## src/rtl/alu_pkg.sv

```systemverilog
// rtl/alu_pkg.sv - shared ALU codes and RV64I+Zba decode constants
//
// Purpose: constants shared by the issue-stage decoder, the E-stage registers
//          and the bench.
// Ports:   none (package).

package alu_pkg;

  // ALU operation codes driven on ALUControlE
  localparam logic [3:0] ALU_ADD    = 4'b0000;
  localparam logic [3:0] ALU_SUB    = 4'b0001;
  localparam logic [3:0] ALU_AND    = 4'b0010;
  localparam logic [3:0] ALU_OR     = 4'b0011;
  localparam logic [3:0] ALU_SLT    = 4'b0100;
  localparam logic [3:0] ALU_XOR    = 4'b0101;
  localparam logic [3:0] ALU_SH1ADD = 4'b1000;
  localparam logic [3:0] ALU_SH2ADD = 4'b1001;
  localparam logic [3:0] ALU_SH3ADD = 4'b1010;
  localparam logic [3:0] ALU_ADDUW  = 4'b1011;

  // Major opcodes
  localparam logic [6:0] OP_R   = 7'b0110011;
  localparam logic [6:0] OP_R32 = 7'b0111011;
  localparam logic [6:0] OP_I   = 7'b0010011;
  localparam logic [6:0] OP_BR  = 7'b1100011;

  // funct7 groups
  localparam logic [6:0] F7_BASE   = 7'b0000000;
  localparam logic [6:0] F7_SUB    = 7'b0100000;
  localparam logic [6:0] F7_ZBA_SH = 7'b0010000;
  localparam logic [6:0] F7_ADDUW  = 7'b0000100;

  // Supported branch conditions
  localparam logic [2:0] F3_BEQ = 3'b000;
  localparam logic [2:0] F3_BNE = 3'b001;
  localparam logic [2:0] F3_BLT = 3'b100;
  localparam logic [2:0] F3_BGE = 3'b101;

  // Basic ALU ops shared by R-type (funct7 0000000) and I-type; legal=0 if
  // funct3 is not one of the five supported operations.
  function automatic logic [4:0] baseOp(input logic [2:0] f3);
    case (f3)
      3'b000:  baseOp = {1'b1, ALU_ADD};
      3'b111:  baseOp = {1'b1, ALU_AND};
      3'b110:  baseOp = {1'b1, ALU_OR};
      3'b010:  baseOp = {1'b1, ALU_SLT};
      3'b100:  baseOp = {1'b1, ALU_XOR};
      default: baseOp = {1'b0, ALU_ADD};
    endcase
  endfunction

endpackage

```

## src/rtl/alu_decoder.sv

```systemverilog
// rtl/alu_decoder.sv - combinational D-stage decode for the ALU issue stage
//
// Purpose: map a 32-bit instruction onto ALU control, operand-B select,
//          branch/regwrite flags, illegal flag and sign-extended I immediate.
// Ports:
//   instr       in   32    D-stage instruction word
//   aluControl  out  4     ALU operation (ALU_ADD when illegal)
//   useImm      out  1     operand B comes from the immediate
//   branch      out  1     conditional branch
//   regWrite    out  1     writes a non-x0 destination
//   illegal     out  1     encoding not supported
//   imm         out  XLEN  sign-extended imm[31:20]

module alu_decoder
  import alu_pkg::*;
#(
  parameter int XLEN = 64
) (
  input  logic [31:0]     instr,
  output logic [3:0]      aluControl,
  output logic            useImm,
  output logic            branch,
  output logic            regWrite,
  output logic            illegal,
  output logic [XLEN-1:0] imm
);

  logic [6:0] opcode;
  logic [6:0] funct7;
  logic [2:0] funct3;
  logic [4:0] rd;
  logic [4:0] baseDec;
  logic       legal;
  logic       isBranch;
  logic [3:0] op;

  // Source register fields are handled by the E-stage forwarding logic.
  logic       unusedRs;
  assign unusedRs = ^instr[24:15];

  assign opcode  = instr[6:0];
  assign rd      = instr[11:7];
  assign funct3  = instr[14:12];
  assign funct7  = instr[31:25];
  assign baseDec = baseOp(funct3);
  assign imm     = {{(XLEN-12){instr[31]}}, instr[31:20]};

  always_comb begin
    legal    = 1'b0;
    isBranch = 1'b0;
    op       = ALU_ADD;
    case (opcode)
      OP_R: begin
        case (funct7)
          F7_BASE: begin
            legal = baseDec[4];
            op    = baseDec[3:0];
          end
          F7_SUB: begin
            legal = (funct3 == 3'b000);
            op    = ALU_SUB;
          end
          F7_ZBA_SH: begin
            case (funct3)
              3'b010:  begin legal = 1'b1; op = ALU_SH1ADD; end
              3'b100:  begin legal = 1'b1; op = ALU_SH2ADD; end
              3'b110:  begin legal = 1'b1; op = ALU_SH3ADD; end
              default: legal = 1'b0;
            endcase
          end
          default: legal = 1'b0;
        endcase
      end
      OP_R32: begin
        legal = (funct7 == F7_ADDUW) && (funct3 == 3'b000);
        op    = ALU_ADDUW;
      end
      OP_I: begin
        legal = baseDec[4];
        op    = baseDec[3:0];
      end
      OP_BR: begin
        legal    = (funct3 == F3_BEQ) || (funct3 == F3_BNE) ||
                   (funct3 == F3_BLT) || (funct3 == F3_BGE);
        isBranch = 1'b1;
        op       = ALU_SUB;
      end
      default: legal = 1'b0;
    endcase
  end

  // Illegal encodings collapse to a harmless ADD with no side effects.
  assign illegal    = !legal;
  assign aluControl = legal ? op : ALU_ADD;
  assign branch     = legal && isBranch;
  assign useImm     = legal && (opcode == OP_I);
  assign regWrite   = legal && !isBranch && (rd != 5'd0);

endmodule

```

## src/rtl/alu_issue_stage.sv

```systemverilog
// rtl/alu_issue_stage.sv - D/E pipeline registers and M/W forwarding into the ALU
//
// Purpose: decode the D-stage instruction, register operands and control
//          across D/E with stall/flush, and forward M/W results onto SrcAE/SrcBE.
// Ports:
//   clk, rst                         clock, synchronous active-high reset
//   ValidD, InstrD, RD1D, RD2D       D-stage instruction and register reads
//   StallE, FlushE                   hold / bubble the E registers
//   RegWriteM, RdM, ALUResultM       M-stage forward source
//   RegWriteW, RdW, ResultW          W-stage forward source
//   SrcAE, SrcBE                     forwarded ALU operands
//   ALUControlE, funct3E, BranchE    ALU control
//   RegWriteE, RdE, ValidE, IllegalE E-stage status

module alu_issue_stage
  import alu_pkg::*;
#(
  parameter int XLEN       = 64,
  parameter int REG_ADDR_W = 5
) (
  input  logic                  clk,
  input  logic                  rst,
  input  logic                  ValidD,
  input  logic [31:0]           InstrD,
  input  logic [XLEN-1:0]       RD1D,
  input  logic [XLEN-1:0]       RD2D,
  input  logic                  StallE,
  input  logic                  FlushE,
  input  logic                  RegWriteM,
  input  logic [REG_ADDR_W-1:0] RdM,
  input  logic [XLEN-1:0]       ALUResultM,
  input  logic                  RegWriteW,
  input  logic [REG_ADDR_W-1:0] RdW,
  input  logic [XLEN-1:0]       ResultW,
  output logic [XLEN-1:0]       SrcAE,
  output logic [XLEN-1:0]       SrcBE,
  output logic [3:0]            ALUControlE,
  output logic [2:0]            funct3E,
  output logic                  BranchE,
  output logic                  RegWriteE,
  output logic [REG_ADDR_W-1:0] RdE,
  output logic                  ValidE,
  output logic                  IllegalE
);

  logic [3:0]            decAluControl;
  logic                  decUseImm;
  logic                  decBranch;
  logic                  decRegWrite;
  logic                  decIllegal;
  logic [XLEN-1:0]       decImm;

  logic [REG_ADDR_W-1:0] rs1E;
  logic [REG_ADDR_W-1:0] rs2E;
  logic                  useImmE;
  logic [XLEN-1:0]       rd1E;
  logic [XLEN-1:0]       opBE;   // rs2 read data, or the immediate when useImmE

  alu_decoder #(.XLEN(XLEN)) uDecoder (
    .instr      (InstrD),
    .aluControl (decAluControl),
    .useImm     (decUseImm),
    .branch     (decBranch),
    .regWrite   (decRegWrite),
    .illegal    (decIllegal),
    .imm        (decImm)
  );

  // A bubble clears every E register, including the source indices, so a
  // bubble can never match a forward (x0 is never forwarded).
  always_ff @(posedge clk) begin
    if (rst || FlushE || (!StallE && !ValidD)) begin
      ValidE      <= 1'b0;
      ALUControlE <= ALU_ADD;
      funct3E     <= 3'b000;
      BranchE     <= 1'b0;
      RegWriteE   <= 1'b0;
      IllegalE    <= 1'b0;
      RdE         <= '0;
      rs1E        <= '0;
      rs2E        <= '0;
      useImmE     <= 1'b0;
      rd1E        <= '0;
      opBE        <= '0;
    end else if (!StallE) begin
      ValidE      <= 1'b1;
      ALUControlE <= decAluControl;
      funct3E     <= InstrD[14:12];
      BranchE     <= decBranch;
      RegWriteE   <= decRegWrite;
      IllegalE    <= decIllegal;
      RdE         <= InstrD[11:7];
      rs1E        <= InstrD[19:15];
      rs2E        <= InstrD[24:20];
      useImmE     <= decUseImm;
      rd1E        <= RD1D;
      opBE        <= decUseImm ? decImm : RD2D;
    end
  end

  // M beats W when both match the same source.
  always_comb begin
    SrcAE = rd1E;
    if (RegWriteM && (RdM != '0) && (RdM == rs1E))
      SrcAE = ALUResultM;
    else if (RegWriteW && (RdW != '0) && (RdW == rs1E))
      SrcAE = ResultW;
  end

  always_comb begin
    SrcBE = opBE;
    if (!useImmE) begin
      if (RegWriteM && (RdM != '0) && (RdM == rs2E))
        SrcBE = ALUResultM;
      else if (RegWriteW && (RdW != '0) && (RdW == rs2E))
        SrcBE = ResultW;
    end
  end

endmodule
```

## config.mk

```make
export PLATFORM = sky130hd
export DESIGN_NAME = alu_issue_stage
export DESIGN_NICKNAME = d
export VERILOG_FILES = /design/src/rtl/alu_pkg.sv /design/src/rtl/alu_decoder.sv /design/src/rtl/alu_issue_stage.sv
export SDC_FILE = /design/constraint.sdc
export NUM_CORES = 1
export LEC_CHECK = 0
export BUFFER_PORTS_ARGS = -buffer_cell sky130_fd_sc_hd__buf_4
export CAP_MARGIN = 20
export CELL_PAD_IN_SITES_DETAIL_PLACEMENT = 0
export CELL_PAD_IN_SITES_GLOBAL_PLACEMENT = 1
export CORE_AREA = 2 2 175 177
export CTS_CLUSTER_DIAMETER = 80
export DETAILED_ROUTE_END_ITERATION = 16
export DIE_AREA = 0 0 177 179
export PLACE_DENSITY = 0.8
export RECOVER_POWER = 50
export SLEW_MARGIN = 20
export SYNTH_ARGS = -nofsm -noshare
export SYNTH_HDL_FRONTEND = slang
export SYNTH_SLANG_ARGS = --single-unit
export TNS_END_PERCENT = 1
```

## constraint.sdc

```tcl
create_clock -name clk -period 4.2 [get_ports clk]
set_clock_uncertainty 0.2 [all_clocks]
set_input_delay 0.42 -clock clk [delete_from_list [all_inputs] [get_ports clk]]
set_output_delay 0.42 -clock clk [all_outputs]
set_load 0.02 [all_outputs]
```

==> flow_summary.json, run 1 <==
{
  "status": "finished, violations left",
  "violations": "capacitance limit, slew limit",
  "tns_ps": 0,
  "setup_viol_count_final": 0,
  "p_leak_nw": 5.750,
  "max_stage_delay_ps": 750,
  "yosys_warnings": 0,
  "track_usage_pct": 21.46,
  "synthDistinctLibCells": 45,
  "fp.dieW_um": 177,
  "critPathBufInv": 2,
  "num_antenna_cells": 0,
  "syn-cell-area_mm2": 0.008656,
  "antenna_found_initial": 0,
  "final_nets": 1739,
  "initial_core_util_pct": 28.83,
  "slew_headroom_pct": -59.67,
  "grt_pass1_wl_mm": 52.58,
  "synth_fp_nets": 1353,
  "avgSynthCellArea_um2": 8.259,
  "tritoncts": "yes",
  "critPathRequiredTime_ps": 3580,
  "grt_overflow": 0,
  "post-route-period-util_pct": 92.67,
  "synth-xor-area-share_pct": 2.125,
  "rows": 64,
  "min_to": "rd1E[53]",
  "synthSimpleGateAreaFrac_pct": 16.67,
  "hold_viol": 0,
  "area_delta_synth_final_pct": 48.44,
  "coreArea_mm2": 0.03003,
  "synth-compound-area-share_pct": 22.46,
  "clockBufferDepth": 2,
  "place.gp.congestion": 0.8631,
  "mostFrequentLayoutCell": "buf_4",
  "post_cts_buffers": 0,
  "die-area_mm2": 0.03168,
  "max-vdd-ir-drop_mv": 0.1838,
  "period_needed_ps": 3892,
  "reg2reg_slack_ps": 2450,
  "fp.dieH_um": 179,
  "post_drt_wl_per_cell_um": 19.56,
  "rsz0062_at_grt": "false",
  "synthMuxAreaShare_pct": 18.04,
  "synth-adder-area-share_pct": 0,
  "cp-end-kind": "output port",
  "worst_hold_path_type": "in2reg",
  "cts_max_level": 4,
  "cts_resized": 0,
  "drt_wl_total_mm": 36.03,
  "stdcell_count": 1842,
  "crit_arrival_ps": 3270,
  "dp_cells": 1811,
  "drive_above_1_share_pct": 33.68,
  "path_class": "reg2out",
  "startpoint_type": "flop",
  "r2r-start": "useImmE",
  "p_per_area_mw_per_mm2": 297.1,
  "drc": 0,
  "first_iter_violations": 612,
  "cts_buffers": 17,
  "vias": 9420,
  "r2r_cells": 3,
  "avgViaCountPerCell": 5.114,
  "path_clk_slew_ps": 70,
  "clock_latency_ps": 420,
  "hpwl_mm": 26.41,
  "hp-start": "RD1D[53]",
  "cts_hold_buf": 0,
  "syn_inst": 1048,
  "critPathTopFamily": "simple AND/OR/NAND/NOR gates",
  "grt_pass1_vias": 9045,
  "cts-root-buf": "clkbuf_16",
  "ys_ff_latch": 155,
  "yosysSeqAreaShare_pct": 35.85,
  "critPathMaxFanout": 30,
  "ios": 449,
  "fin_hold_ws_ps": 26.83,
  "crit_slowest_cell": "nor4_1",
  "final_cell_mix": "441 x buf_4, 156 x mux2i_1, 154 x dfxtp_1, 137 x o21ai_0, 135 x nand2_1",
  "synth_top_family_by_area": "compound AO/OA/AOI/OAI gates",
  "cts.sinks": 155,
  "antenna_left": 0,
  "drtPass1Iterations": 5,
  "fin_util_pct": 42.79,
  "hold_path_depth": 3,
  "crit_chain": "xnor2_1, nand3_1, nor4_1, nor2b_4, buf_4, a22oi_1, o21ai_0, buf_4",
  "fmax_mhz": 256.9,
  "cpMostUsedCell": "buf_4",
  "grt_max_degree": 129,
  "worst_pin_slew_ps": 2395,
  "cap_violations": 2,
  "io_buffer_count": 448,
  "rr_endpoint": "useImmE",
  "report.final.slew_viol_count": 73
}
==> flip-flops by register name, summed over array words and instances, names as in the netlist <==
signal / flops
rd1E: 64
IllegalE: 1
opBE: 64
useImmE: 1
funct3E: 3
RegWriteE: 1
rs2E: 5
RdE: 5
ALUControlE: 4
rs1E: 5
BranchE: 1
ValidE: 1
==> kinds of logic after synthesis <==
| logic type | Yosys count |
|---|---|
| AOI/OAI and AO/OA | 289 |
| xor gates and xnor gates | 21 |
| buffers and inverters | 106 |
| DFF | 155 |
| muxes | 156 |
| and+or+nand+nor | 321 |
==> metrics by stage <==
step           cell area [um2]  worst slack (ps)  power (mW)
2_1_floorplan             8656              1112       1.879
3_3_place_gp             12370             660.4       2.295
3_5_place_dp             12370             669.5       2.301
4_1_cts                  12940             341.1       3.869
5_1_grt                  12850             229.0       3.981
6_report                 12850             307.7       3.818
==> worst max-delay path by stage <==
stage | start | end | slack (ps) | depth (start not counted)
6_report | rs2E[2] | SrcBE[63] | 310 | 8
5_1_grt | rs2E[2] | SrcBE[63] | 230 | 8
4_1_cts | rs2E[2] | SrcBE[63] | 340 | 8
3_5_place_dp | RdW[4] | SrcBE[63] | 670 | 9
3_3_place_gp | RdW[4] | SrcBE[63] | 660 | 9
2_1_floorplan | RdM[1] | SrcBE[33] | 1110 | 8
==> cell usage after synthesis (all sizes together) <==
| cell | number | area [um2] |
|---|---|---|
| a2111o | 1 | 11.26 |
| a211o | 2 | 17.52 |
| a211oi | 8 | 60.06 |
| a21oi | 12 | 60.06 |
| a221oi | 4 | 35.03 |
| a22oi | 64 | 480.5 |
| a311oi | 1 | 8.760 |
| a31o | 1 | 8.760 |
| a31oi | 3 | 18.77 |
| and3 | 1 | 6.260 |
| buf | 15 | 78.82 |
| clkbuf | 82 | 307.8 |
| dfxtp | 155 | 3103 |
| inv | 9 | 33.78 |
| mux2i | 156 | 1562 |
| nand2 | 135 | 506.7 |
| nand2b | 3 | 18.77 |
| nand3 | 4 | 20.02 |
| nand3b | 1 | 7.510 |
| nand4 | 1 | 6.260 |
| nand4b | 1 | 8.760 |
| nor2 | 100 | 375.4 |
| nor2b | 1 | 6.260 |
| nor3 | 3 | 15.01 |
| nor3b | 1 | 7.510 |
| nor4 | 5 | 31.28 |
| nor4b | 2 | 17.52 |
| o211a | 53 | 530.5 |
| o21ai | 137 | 685.7 |
| o21bai | 1 | 7.510 |
| o221ai | 1 | 8.760 |
| o41a | 1 | 11.26 |
| or3 | 55 | 344.1 |
| or3b | 1 | 8.760 |
| or4 | 5 | 41.29 |
| or4b | 1 | 10.01 |
| or4bb | 1 | 11.26 |
| xnor2 | 13 | 113.9 |
| xor2 | 8 | 70.07 |
==> power by group <==
part | internal (mW) | switching (mW) | leakage, nW
clock network | 0.882 | 0.672 | 0.271
logic | 0.368 | 0.353 | 4.22
registers | 1.51 | 0.0280 | 1.26
==> final cells by class <==
type / count / area (um2)
clock buffers: 19 / 432.9
multi-input cells: 787 / 5185
flip-flops and latches: 155 / 3104
well taps: 396 / 495.5
repair buffers: 464 / 3457
clock inverters: 12 / 140.1
inverters: 9 / 33.78
fillers: 3079 / 17180
==> tightest hold or removal path: stages <==
cell,delay [ps]
buf_4,80
mux2i_1,50
nor2_1,70
==> layer usage <==
layer,vias up,share of wire [%],GRT usage (%)
li1,4550,-,-
met1,4444,43,27.63
met2,376,48,35.28
met3,50,6.7,4.538
met4,0,2.8,7.851
met5,-,0,0
(Power assumes the default switching activity.)
==> inputs of run 2 (changes only) <==
- ABC_AREA: not set -> 1
- CORE_AREA: 2 2 175 177 -> not set
- CORE_MARGIN: not set -> 2
- CORE_UTILIZATION: not set -> 34
- CTS_BUF_LIST: not set -> sky130_fd_sc_hd__clkbuf_16
- DIE_AREA: 0 0 177 179 -> not set
- PLACE_DENSITY: 0.8 -> 0.91
==> run 2 against run 1 <==
The run still ends with capacitance limit, slew limit left; design area grew 11%; critical path depth fell by 1; critical endpoint is now SrcAE[44]; combinational power increased by 23%.
==> flow_summary.json, run 2 <==
{
  "status": "finished, violations left",
  "violations": "capacitance limit, slew limit",
  "rsz0062_at_grt": "false",
  "pwr-share-clk_pct": 40.0,
  "clock_latency_ps": 440,
  "die-area_mm2": 0.03181,
  "cts_resized": 0,
  "switching_share_pct": 30.21,
  "critPathBufInv": 2,
  "worst_hold_path_type": "in2reg",
  "ios": 449,
  "area_delta_synth_final_pct": 38.00,
  "cap_violations": 1,
  "hold_viol": 0,
  "syn-cell-area_mm2": 0.01033,
  "grt_pass1_wl_mm": 67.82,
  "p_seq_share_pct": 38.2,
  "grt_max_degree": 77,
  "yosys_warnings": 0,
  "yosysTopAreaCellShare_pct": 30.02,
  "fmax_mhz": 279.9,
  "critPathTopFamily": "simple AND/OR/NAND/NOR gates",
  "max_stage_delay_ps": 500,
  "cts_hold_buf": 0,
  "syn_inst": 1741,
  "avgViaCountPerCell": 5.177,
  "critPathMaxFanout": 72,
  "drive_above_1_share_pct": 24.07,
  "report.final.slew_viol_count": 67,
  "worst_pin_slew_ps": 1539,
  "rows": 63,
  "crit_slowest_cell": "nand2_4",
  "cts_buffers": 17,
  "coreArea_mm2": 0.02980,
  "cts-root-buf": "clkbuf_16",
  "critPathRequiredTime_ps": 3580,
  "grt_overflow": 0,
  "initial_core_util_pct": 34.69,
  "ys.flop_type": "dfxtp_1",
  "post-route-period-util_pct": 85.06,
  "avgSynthCellArea_um2": 5.936,
  "fin_hold_ws_ps": 37.20,
  "seq_area_mm2": 0.003104,
  "slew_headroom_pct": -2.613,
  "clockBufferDepth": 2,
  "synth_common_cells": "580 x nand2_1, 208 x nand3_1, 196 x inv_1, 155 x dfxtp_1, 125 x nor2_1",
  "setup_viol_count_final": 0,
  "io_buffer_count": 448,
  "period_needed_ps": 3573,
  "path_class": "reg2out",
  "mostFrequentLayoutCell": "nand2_1",
  "fin_util_pct": 47.87,
  "p_int_mw": 2.831,
  "tritoncts": "yes",
  "yosys-top-cells-area": "dfxtp_1 30%, nand2_1 21%, nand3_1 10%",
  "synthDistinctLibCells": 28,
  "fp.dieW_um": 178.3,
  "fin_ws_ps": 627.4,
  "track_usage_pct": 27.60,
  "first_iter_violations": 1177,
  "crit_chain": "xnor2_1, nand2_1, nor3_1, nand2_4, buf_12, a31oi_1, buf_4",
  "max-vdd-ir-drop_mv": 0.1655,
  "path_clk_slew_ps": 70,
  "dp_slack_ps": 1066,
  "multi_input_area_mm2": 0.005802,
  "nFillCells": 3220,
  "antenna_left": 0,
  "hpwl_mm": 32.00,
  "final_cell_mix": "577 x nand2_1, 443 x buf_4, 208 x nand3_1, 196 x inv_1, 154 x dfxtp_1",
  "reg2reg_slack_ps": 2640,
  "post_drt_wl_per_cell_um": 18.37,
  "reg.largest.list": "opBE (64), rd1E (64)",
  "fp.dieH_um": 178.3,
  "antenna_found_initial": 2,
  "drtPass1Iterations": 8,
  "synth_largest_area_cell": "dfxtp_1",
  "startpoint_type": "flop",
  "tns_ps": 0,
  "ys_ff_latch": 155,
  "pwr-share-comb_pct": 21.8,
  "cts.sinks": 155,
  "place.gp.congestion": 0.9695,
  "synth_fp_nets": 2046,
  "cp-end-kind": "output port",
  "final_nets": 2392,
  "yosysSeqAreaShare_pct": 30.02,
  "power_switching_mw": 1.225,
  "crit_arrival_ps": 2950,
  "post_cts_buffers": 0,
  "synth-edff-count": 0,
  "p_per_area_mw_per_mm2": 284.4,
  "drc": 0,
  "drt_wl_total_mm": 45.73,
  "cts_max_level": 4,
  "synthArstFlopShare_pct": 0,
  "vias": 12891,
  "synth.most_common_cell": "nand2_1",
  "grt_pass1_vias": 11895,
  "p_leak_nw": 7.339
}
[run 2: changes by cell type in the layout (fill, tap and decap cells not counted), sizes merged, moves of 53 or more]
cell	delta
a21oi	+80
a22oi	-64
a31oi	+61
inv	+197
mux2i	-156
nand2	+446
nand3	+205
o211a	-53
o21ai	-68
o221ai	+62
or3	-55
[run 2: metrics by stage]
step | total power [mW] | area [um2] | std cells
floorplan | 1.990 | 10330 | 1741
CTS | 4.076 | 14330 | 2488
global placement | 2.456 | 13740 | 2458
finish | 4.056 | 14260 | 2490
detailed placement | 2.461 | 13740 | 2458
global route | 4.220 | 14260 | 2490
[run 2: logic make-up after synthesis]
| group | Yosys count | synth area share, % |
|---|---|---|
| buffers and inverters | 348 | 14.37 |
| DFF | 155 | 30.02 |
| AOI/OAI and AO/OA | 289 | 17.12 |
| xor gates and xnor gates | 20 | 1.695 |
| and+or+nand+nor | 929 | 36.79 |
[run 2: path summary, 6_finish.rpt]
check,from,cells past startpoint,endpoint
min reg2reg,rd1E[40],2,rd1E[40]
min,RD1D[57],3,rd1E[57]
max,rs1E[0],7,SrcAE[44]
max reg2reg,useImmE,3,useImmE
[run 2: metal layers]
metal	part of all wire, %	routed length, um	global-route usage [%]
met5	0	0	0
met2	48	21970	46.03
met3	9.3	4250	6.117
met1	40	18100	34.47
met4	3.1	1409	11.01
[run 2: cell type report]
class	instances	area share, %
Antenna cell	2	0.03509
Clock buffer	17	2.983
Clock inverter	13	1.184
Inverter	210	5.562
Multi-Input combinational cell	1238	40.68
Sequential cell	155	21.77
Tap cell	390	3.421
Timing Repair Buffer	465	24.37
[run 2: power by group through the flow]
stage | Clock (mW) | Combinational (mW) | Sequential [mW]
global route | 1.71 | 0.956 | 1.55
CTS | 1.64 | 0.883 | 1.55
finish | 1.62 | 0.885 | 1.55
floorplan | 0 | 0.416 | 1.57
global placement | 0 | 0.877 | 1.58
detailed placement | 0 | 0.881 | 1.58
[run 2: worst register-to-register path, stage by stage, from the launching register on]
cell,delay (ps)
dfxtp_2,340
buf_4,630
o21ai_0,150
a21oi_1,170
